## src/rtl/cmp_arbiter.sv

```systemverilog
// Two-port round-robin arbiter in front of a shared 64-bit compare datapath
// with a single registered, held response channel. Optional counters: CMP_ARB_PERF_EN.
module cmp_arbiter #(
    parameter int unsigned XLEN         = 64,
    parameter bit          RR_RESET_PTR = 1'b0
) (
    input  logic            clock,
    input  logic            reset,
    input  logic            flush,
    input  logic            req0_valid,
    output logic            req0_ready,
    input  logic [XLEN-1:0] req0_op1,
    input  logic [XLEN-1:0] req0_op2,
    input  logic [2:0]      req0_funct3,
    input  logic            req1_valid,
    output logic            req1_ready,
    input  logic [XLEN-1:0] req1_op1,
    input  logic [XLEN-1:0] req1_op2,
    input  logic [2:0]      req1_funct3,
    output logic            rsp_valid,
    input  logic            rsp_ready,
    output logic            rsp_id,
    output logic            rsp_cond,
    output logic [XLEN-1:0] rsp_result,
    output logic            rsp_eq,
`ifdef CMP_ARB_PERF_EN
    output logic            rsp_illegal,
    output logic [31:0]     perf_grant0,
    output logic [31:0]     perf_grant1,
    output logic [31:0]     perf_conflict
`else
    output logic            rsp_illegal
`endif
);

    typedef enum logic {
        EMPTY = 1'b0,
        HELD  = 1'b1
    } state_e;

    state_e state_q, state_d;
    logic rr_ptr_q, rr_ptr_d;
    logic id_q, id_d;
    logic cond_q, cond_d;
    logic eq_q, eq_d;
    logic illegal_q, illegal_d;

    logic            can_accept;
    logic            both_valid;
    logic            do_grant;
    logic            grant_id;
    logic [XLEN-1:0] sel_op1;
    logic [XLEN-1:0] sel_op2;
    logic [2:0]      sel_funct3;
    logic            cmp_eq;
    logic            cmp_ult;
    logic            cmp_slt;
    logic            eval_cond;
    logic            eval_illegal;

    // A single valid requester always wins; rr_ptr only breaks ties.
    always_comb begin
        can_accept = !flush && ((state_q == EMPTY) || rsp_ready);
        both_valid = req0_valid && req1_valid;
        grant_id   = both_valid ? rr_ptr_q : req1_valid;
        do_grant   = can_accept && (req0_valid || req1_valid);
        req0_ready = do_grant && !grant_id;
        req1_ready = do_grant && grant_id;
    end

    always_comb begin
        sel_op1    = grant_id ? req1_op1 : req0_op1;
        sel_op2    = grant_id ? req1_op2 : req0_op2;
        sel_funct3 = grant_id ? req1_funct3 : req0_funct3;
        cmp_eq     = (sel_op1 == sel_op2);
        cmp_ult    = (sel_op1 < sel_op2);
        // Differing sign bits decide a signed compare; otherwise unsigned order holds.
        cmp_slt    = (sel_op1[XLEN-1] != sel_op2[XLEN-1]) ? sel_op1[XLEN-1] : cmp_ult;
        eval_cond    = 1'b0;
        eval_illegal = 1'b0;
        case (sel_funct3)
            3'b000:  eval_cond = cmp_eq;
            3'b001:  eval_cond = !cmp_eq;
            3'b100:  eval_cond = cmp_slt;
            3'b101:  eval_cond = !cmp_slt;
            3'b110:  eval_cond = cmp_ult;
            3'b111:  eval_cond = !cmp_ult;
            default: eval_illegal = 1'b1;
        endcase
    end

    always_comb begin
        state_d   = state_q;
        rr_ptr_d  = rr_ptr_q;
        id_d      = id_q;
        cond_d    = cond_q;
        eq_d      = eq_q;
        illegal_d = illegal_q;
        if (flush) begin
            state_d = EMPTY;
        end else if (do_grant) begin
            state_d   = HELD;
            rr_ptr_d  = !grant_id;
            id_d      = grant_id;
            cond_d    = eval_cond;
            eq_d      = cmp_eq;
            illegal_d = eval_illegal;
        end else if (rsp_ready) begin
            state_d = EMPTY;
        end
    end

    always_ff @(posedge clock) begin
        if (reset) begin
            state_q   <= EMPTY;
            rr_ptr_q  <= RR_RESET_PTR;
            id_q      <= 1'b0;
            cond_q    <= 1'b0;
            eq_q      <= 1'b0;
            illegal_q <= 1'b0;
        end else begin
            state_q   <= state_d;
            rr_ptr_q  <= rr_ptr_d;
            id_q      <= id_d;
            cond_q    <= cond_d;
            eq_q      <= eq_d;
            illegal_q <= illegal_d;
        end
    end

    assign rsp_valid   = (state_q == HELD);
    assign rsp_id      = id_q;
    assign rsp_cond    = cond_q;
    assign rsp_eq      = eq_q;
    assign rsp_illegal = illegal_q;
    assign rsp_result  = {{(XLEN-1){1'b0}}, cond_q};

`ifdef CMP_ARB_PERF_EN
    logic [31:0] grant0_q, grant1_q, conflict_q;

    // Both valid means either no grant or one requester loses: counted either way.
    always_ff @(posedge clock) begin
        if (reset) begin
            grant0_q   <= '0;
            grant1_q   <= '0;
            conflict_q <= '0;
        end else begin
            if (req0_ready && (grant0_q != '1)) grant0_q <= grant0_q + 32'd1;
            if (req1_ready && (grant1_q != '1)) grant1_q <= grant1_q + 32'd1;
            if (both_valid && (conflict_q != '1)) conflict_q <= conflict_q + 32'd1;
        end
    end

    assign perf_grant0   = grant0_q;
    assign perf_grant1   = grant1_q;
    assign perf_conflict = conflict_q;
`endif

endmodule
```

## config.mk

```make
export PLATFORM = sky130hd
export DESIGN_NAME = cmp_arbiter
export DESIGN_NICKNAME = d
export VERILOG_FILES = /design/src/rtl/cmp_arbiter.sv
export SDC_FILE = /design/constraint.sdc
export NUM_CORES = 1
export LEC_CHECK = 0
export CELL_PAD_IN_SITES_DETAIL_PLACEMENT = 1
export CELL_PAD_IN_SITES_GLOBAL_PLACEMENT = 1
export CORE_AREA = 2 2 133 135
export DETAILED_ROUTE_END_ITERATION = 10
export DIE_AREA = 0 0 135 137
export PLACE_DENSITY_LB_ADDON = 0.1
export SLEW_MARGIN = 0
export SYNTH_ARGS = -nofsm -noshare
export SYNTH_HDL_FRONTEND = slang
export SYNTH_SLANG_ARGS = --single-unit
```

## constraint.sdc

```tcl
create_clock -name clock -period 8.7 [get_ports clock]
set_input_delay 1.74 -clock clock [delete_from_list [all_inputs] [get_ports clock]]
set_output_delay 1.74 -clock clock [all_outputs]
set_load 0.02 [all_outputs]
```

==> flow_summary.toml <==
[synthesis]
synth_common_cells = "sky130_fd_sc_hd__mux2i_1, sky130_fd_sc_hd__mux2_2, sky130_fd_sc_hd__buf_4, sky130_fd_sc_hd__ha_1, sky130_fd_sc_hd__a21oi_1"
synth_simple_gate_area_frac = 0.106
yosysSeqAreaShare = 0.0329
synthXorXnorAreaFrac = 0.00720
synth-async-reset-ratio = 0
synth.largest_area_cell = "sky130_fd_sc_hd__ha_1"
ys_seq_elements = 6
cell_types_with_the_largest_area_share_after_synthesis = "sky130_fd_sc_hd__ha_1, sky130_fd_sc_hd__mux2_2, sky130_fd_sc_hd__mux2i_1"
netlist.area_leader.share = 0.219
synth_cells = 414
synth_enable_flop_cells = 0
mappedNetlistArea_um2 = 3650
synth.area.mux_share = 0.382
ys_dominant_reg_cell = "sky130_fd_sc_hd__dfxtp_1"
synth_most_common_cell = "sky130_fd_sc_hd__mux2i_1"
synth-adder-area-share = 0.219
syn_area_per_cell_um2 = 8.82
synth_top_family_by_area = "multiplexers"
synth_compound_gate_area_share = 0.100
yosysWarnings = 0
synthDistinctLibCells = 42

[timing]
final_hold_vios = 0
post_route_skew_ns = 0.00122
timing.hold.ws_ns = 0.460
slew_headroom = 0.460
tightestPinTransition_ns = 0.810
post-route-period-util = 0.652
slew_viol_final = 0
timing.fmax_mhz = 176
fin_crit_ns = 5.67
rsz0062_at_grt = "no"
final_setup_tns_ns = 0
final_critical_path_setup_slack_ns = 3.03
number_of_setup_violations_in_the_final_report = 0

[clock_network]
post_cts_resize_count = 0
cts_root_buffer = "sky130_fd_sc_hd__clkbuf_16"
cts_hold_buffers = 0
numCtsBuffers = 3
post-cts-setup-buffer-count = 0
number_of_clock_sinks = 6
clock_insertion_delay_worst_skew_ns = 0.23
tritoncts = "yes"
clkSlewWorstSetupHoldPaths_ns = 0.03
ctsHtreeMaxLevel = 1
cts.path.max_buffers = 2

[outcome]
run_status = "completed"

[final_layout]
drive_above_1_share = 0.115
antenna_cells_inserted = 0
fillCellCount = 1970
final_core_utilization = 0.380
area.growth.synth_to_final_pct = 77.4
finish.net_count = 1012

[global_route]
grt_start_max_net_pins = 56
groute.usage.overall = 0.148
grt_pass1_vias = 4207
met2_capacity_usage_during_global_routing = 0.303
globalRoute.busiestLayer = "met2"
grt_remaining_overflow = 0
global_route_track_usage_on_met3 = 0.0359
antenna_found_initial = 0
grt_pass1_wl_um = 21500
global_route.usage.met1 = 0.157

[drt]
totalWireLength_um = 14800
vias_per_cell = 4.34
remaining_design_rule_violation_count = 0
first_iter_violations = 34
dr.pass1.iters = 3
antenna_violation_net_count_after_detailed_routing = 0
vias = 3915
drt-wirelength-per-cell_um = 16.4

[placement]
detailedPlacementHpwl_um = 13400
detailedPlace.worstSlack_ns = 2.80
placement.io_buffers = 275
routabilityCongestion = 0.768

[pwr]
power_density_nw_per_um2 = 70.5
total_leakage_power_nw = 2.90
p_total_w = 0.000457
vdd.ir_drop.worst_mv = 0.0475

[worst_setup_path]
worstSetupPathType = "input pin to output port"
critical_path.endpoint_type = "output port"
arrival_ns = 3.93
worstPathMaxFanout = 55
worstSetupStartpointType = "input pin"
worst-endpoint-required_ns = 6.96

[floorplanning]
die_y_um = 137
initial_utilization = 0.214
core_um2 = 17100
dieWidth_um = 135
floorplan_die_area_um2 = 18500
placement_rows = 48
num_io_pins = 339

[worst_hold_path]
worstHoldPathType = "flip-flop to flip-flop"

[flow_run]
max-cap-violations = 0
-- stage by stage --
stage | area [um^2] | std cells
finish | 6480 | 903
global placement | 6400 | 900
global route | 6480 | 903
floorplan | 3880 | 476
detailed placement | 6400 | 900
CTS | 6480 | 903
-- per-layer routing --
| layer | routed length [um] | share of wire |
|---|---|---|
| met5 | 0 | 0 |
| met4 | 70 | 0.0047 |
| met3 | 1370 | 0.093 |
| met2 | 7840 | 0.53 |
| met1 | 5500 | 0.37 |
-- cell type report --
| cell class | instances | area, um^2 | area share |
|---|---|---|---|
| tap | 225 | 282 | 0.0435 |
| inverter | 2 | 7.51 | 0.00116 |
| multi-input combinational | 389 | 3220 | 0.497 |
| sequential | 6 | 120 | 0.0185 |
| clock buffer | 3 | 75.1 | 0.0116 |
| timing repair buffer | 278 | 2780 | 0.429 |
-- cells in the final DEF (no fill, tap or decap), types with 2 or more instances in the layout --
| cell | netlist | routed |
|---|---|---|
| sky130_fd_sc_hd__a21o_1 | 3 | 3 |
| sky130_fd_sc_hd__a21oi_1 | 32 | 32 |
| sky130_fd_sc_hd__a221oi_1 | 2 | 2 |
| sky130_fd_sc_hd__and4_1 | 4 | 4 |
| sky130_fd_sc_hd__buf_4 | 64 | 3 |
| sky130_fd_sc_hd__clkbuf_16 | 0 | 3 |
| sky130_fd_sc_hd__clkdlybuf4s50_1 | 0 | 275 |
| sky130_fd_sc_hd__conb_1 | 1 | 63 |
| sky130_fd_sc_hd__dfxtp_1 | 6 | 6 |
| sky130_fd_sc_hd__ha_1 | 64 | 64 |
| sky130_fd_sc_hd__inv_1 | 2 | 2 |
| sky130_fd_sc_hd__mux2_2 | 65 | 65 |
| sky130_fd_sc_hd__mux2i_1 | 66 | 66 |
| sky130_fd_sc_hd__nand2_1 | 19 | 19 |
| sky130_fd_sc_hd__nand3_1 | 9 | 9 |
| sky130_fd_sc_hd__nand4_1 | 8 | 8 |
| sky130_fd_sc_hd__nor2_1 | 11 | 11 |
| sky130_fd_sc_hd__nor2b_1 | 3 | 3 |
| sky130_fd_sc_hd__nor3_1 | 6 | 6 |
| sky130_fd_sc_hd__nor4_4 | 2 | 2 |
| sky130_fd_sc_hd__o21a_1 | 2 | 2 |
| sky130_fd_sc_hd__o21ai_0 | 9 | 9 |
| sky130_fd_sc_hd__xor2_1 | 3 | 3 |
-- kinds of logic after synthesis --
logic type | count (synthesis)
compound gates | 59
mux | 131
simple gates | 69
flops | 6
other cells | 1
xor+xnor | 3
buf+inv | 81
fa+ha+maj | 64
-- where the power goes --
| part | switching [W] | internal (W) | total [W] |
|---|---|---|---|
| registers | 0.00000134 | 0.0000293 | 0.0000307 |
| clock network | 0.0000154 | 0.0000590 | 0.0000744 |
| logic | 0.000150 | 0.000202 | 0.000352 |
-- worst max-delay path: stages --
cell	delay [ns]
sky130_fd_sc_hd__clkdlybuf4s50_1	0.50
sky130_fd_sc_hd__inv_1	0.08
sky130_fd_sc_hd__o21ai_4	0.14
sky130_fd_sc_hd__buf_4	0.62
sky130_fd_sc_hd__and2_1	0.23
sky130_fd_sc_hd__clkdlybuf4s50_1	0.62
-- sequential cells by signal, summed over array words and instances (netlist names) --
name / cells
rsp_illegal: 1
rsp_cond: 1
rsp_eq: 1
rsp_valid: 1
rr_ptr_q: 1
rsp_id: 1
-- final timing paths --
path                                 start         end  slack (ns)  depth (start not counted)
worst max register to register    rr_ptr_q    rsp_cond        4.84                         12
worst min register to register      rsp_eq      rsp_eq        0.46                          2
worst min-delay path                rsp_eq      rsp_eq        0.46                          2
worst max-delay path            req0_valid  req0_ready        3.03                          6
No activity file was read; power rests on OpenSTA's default activity.
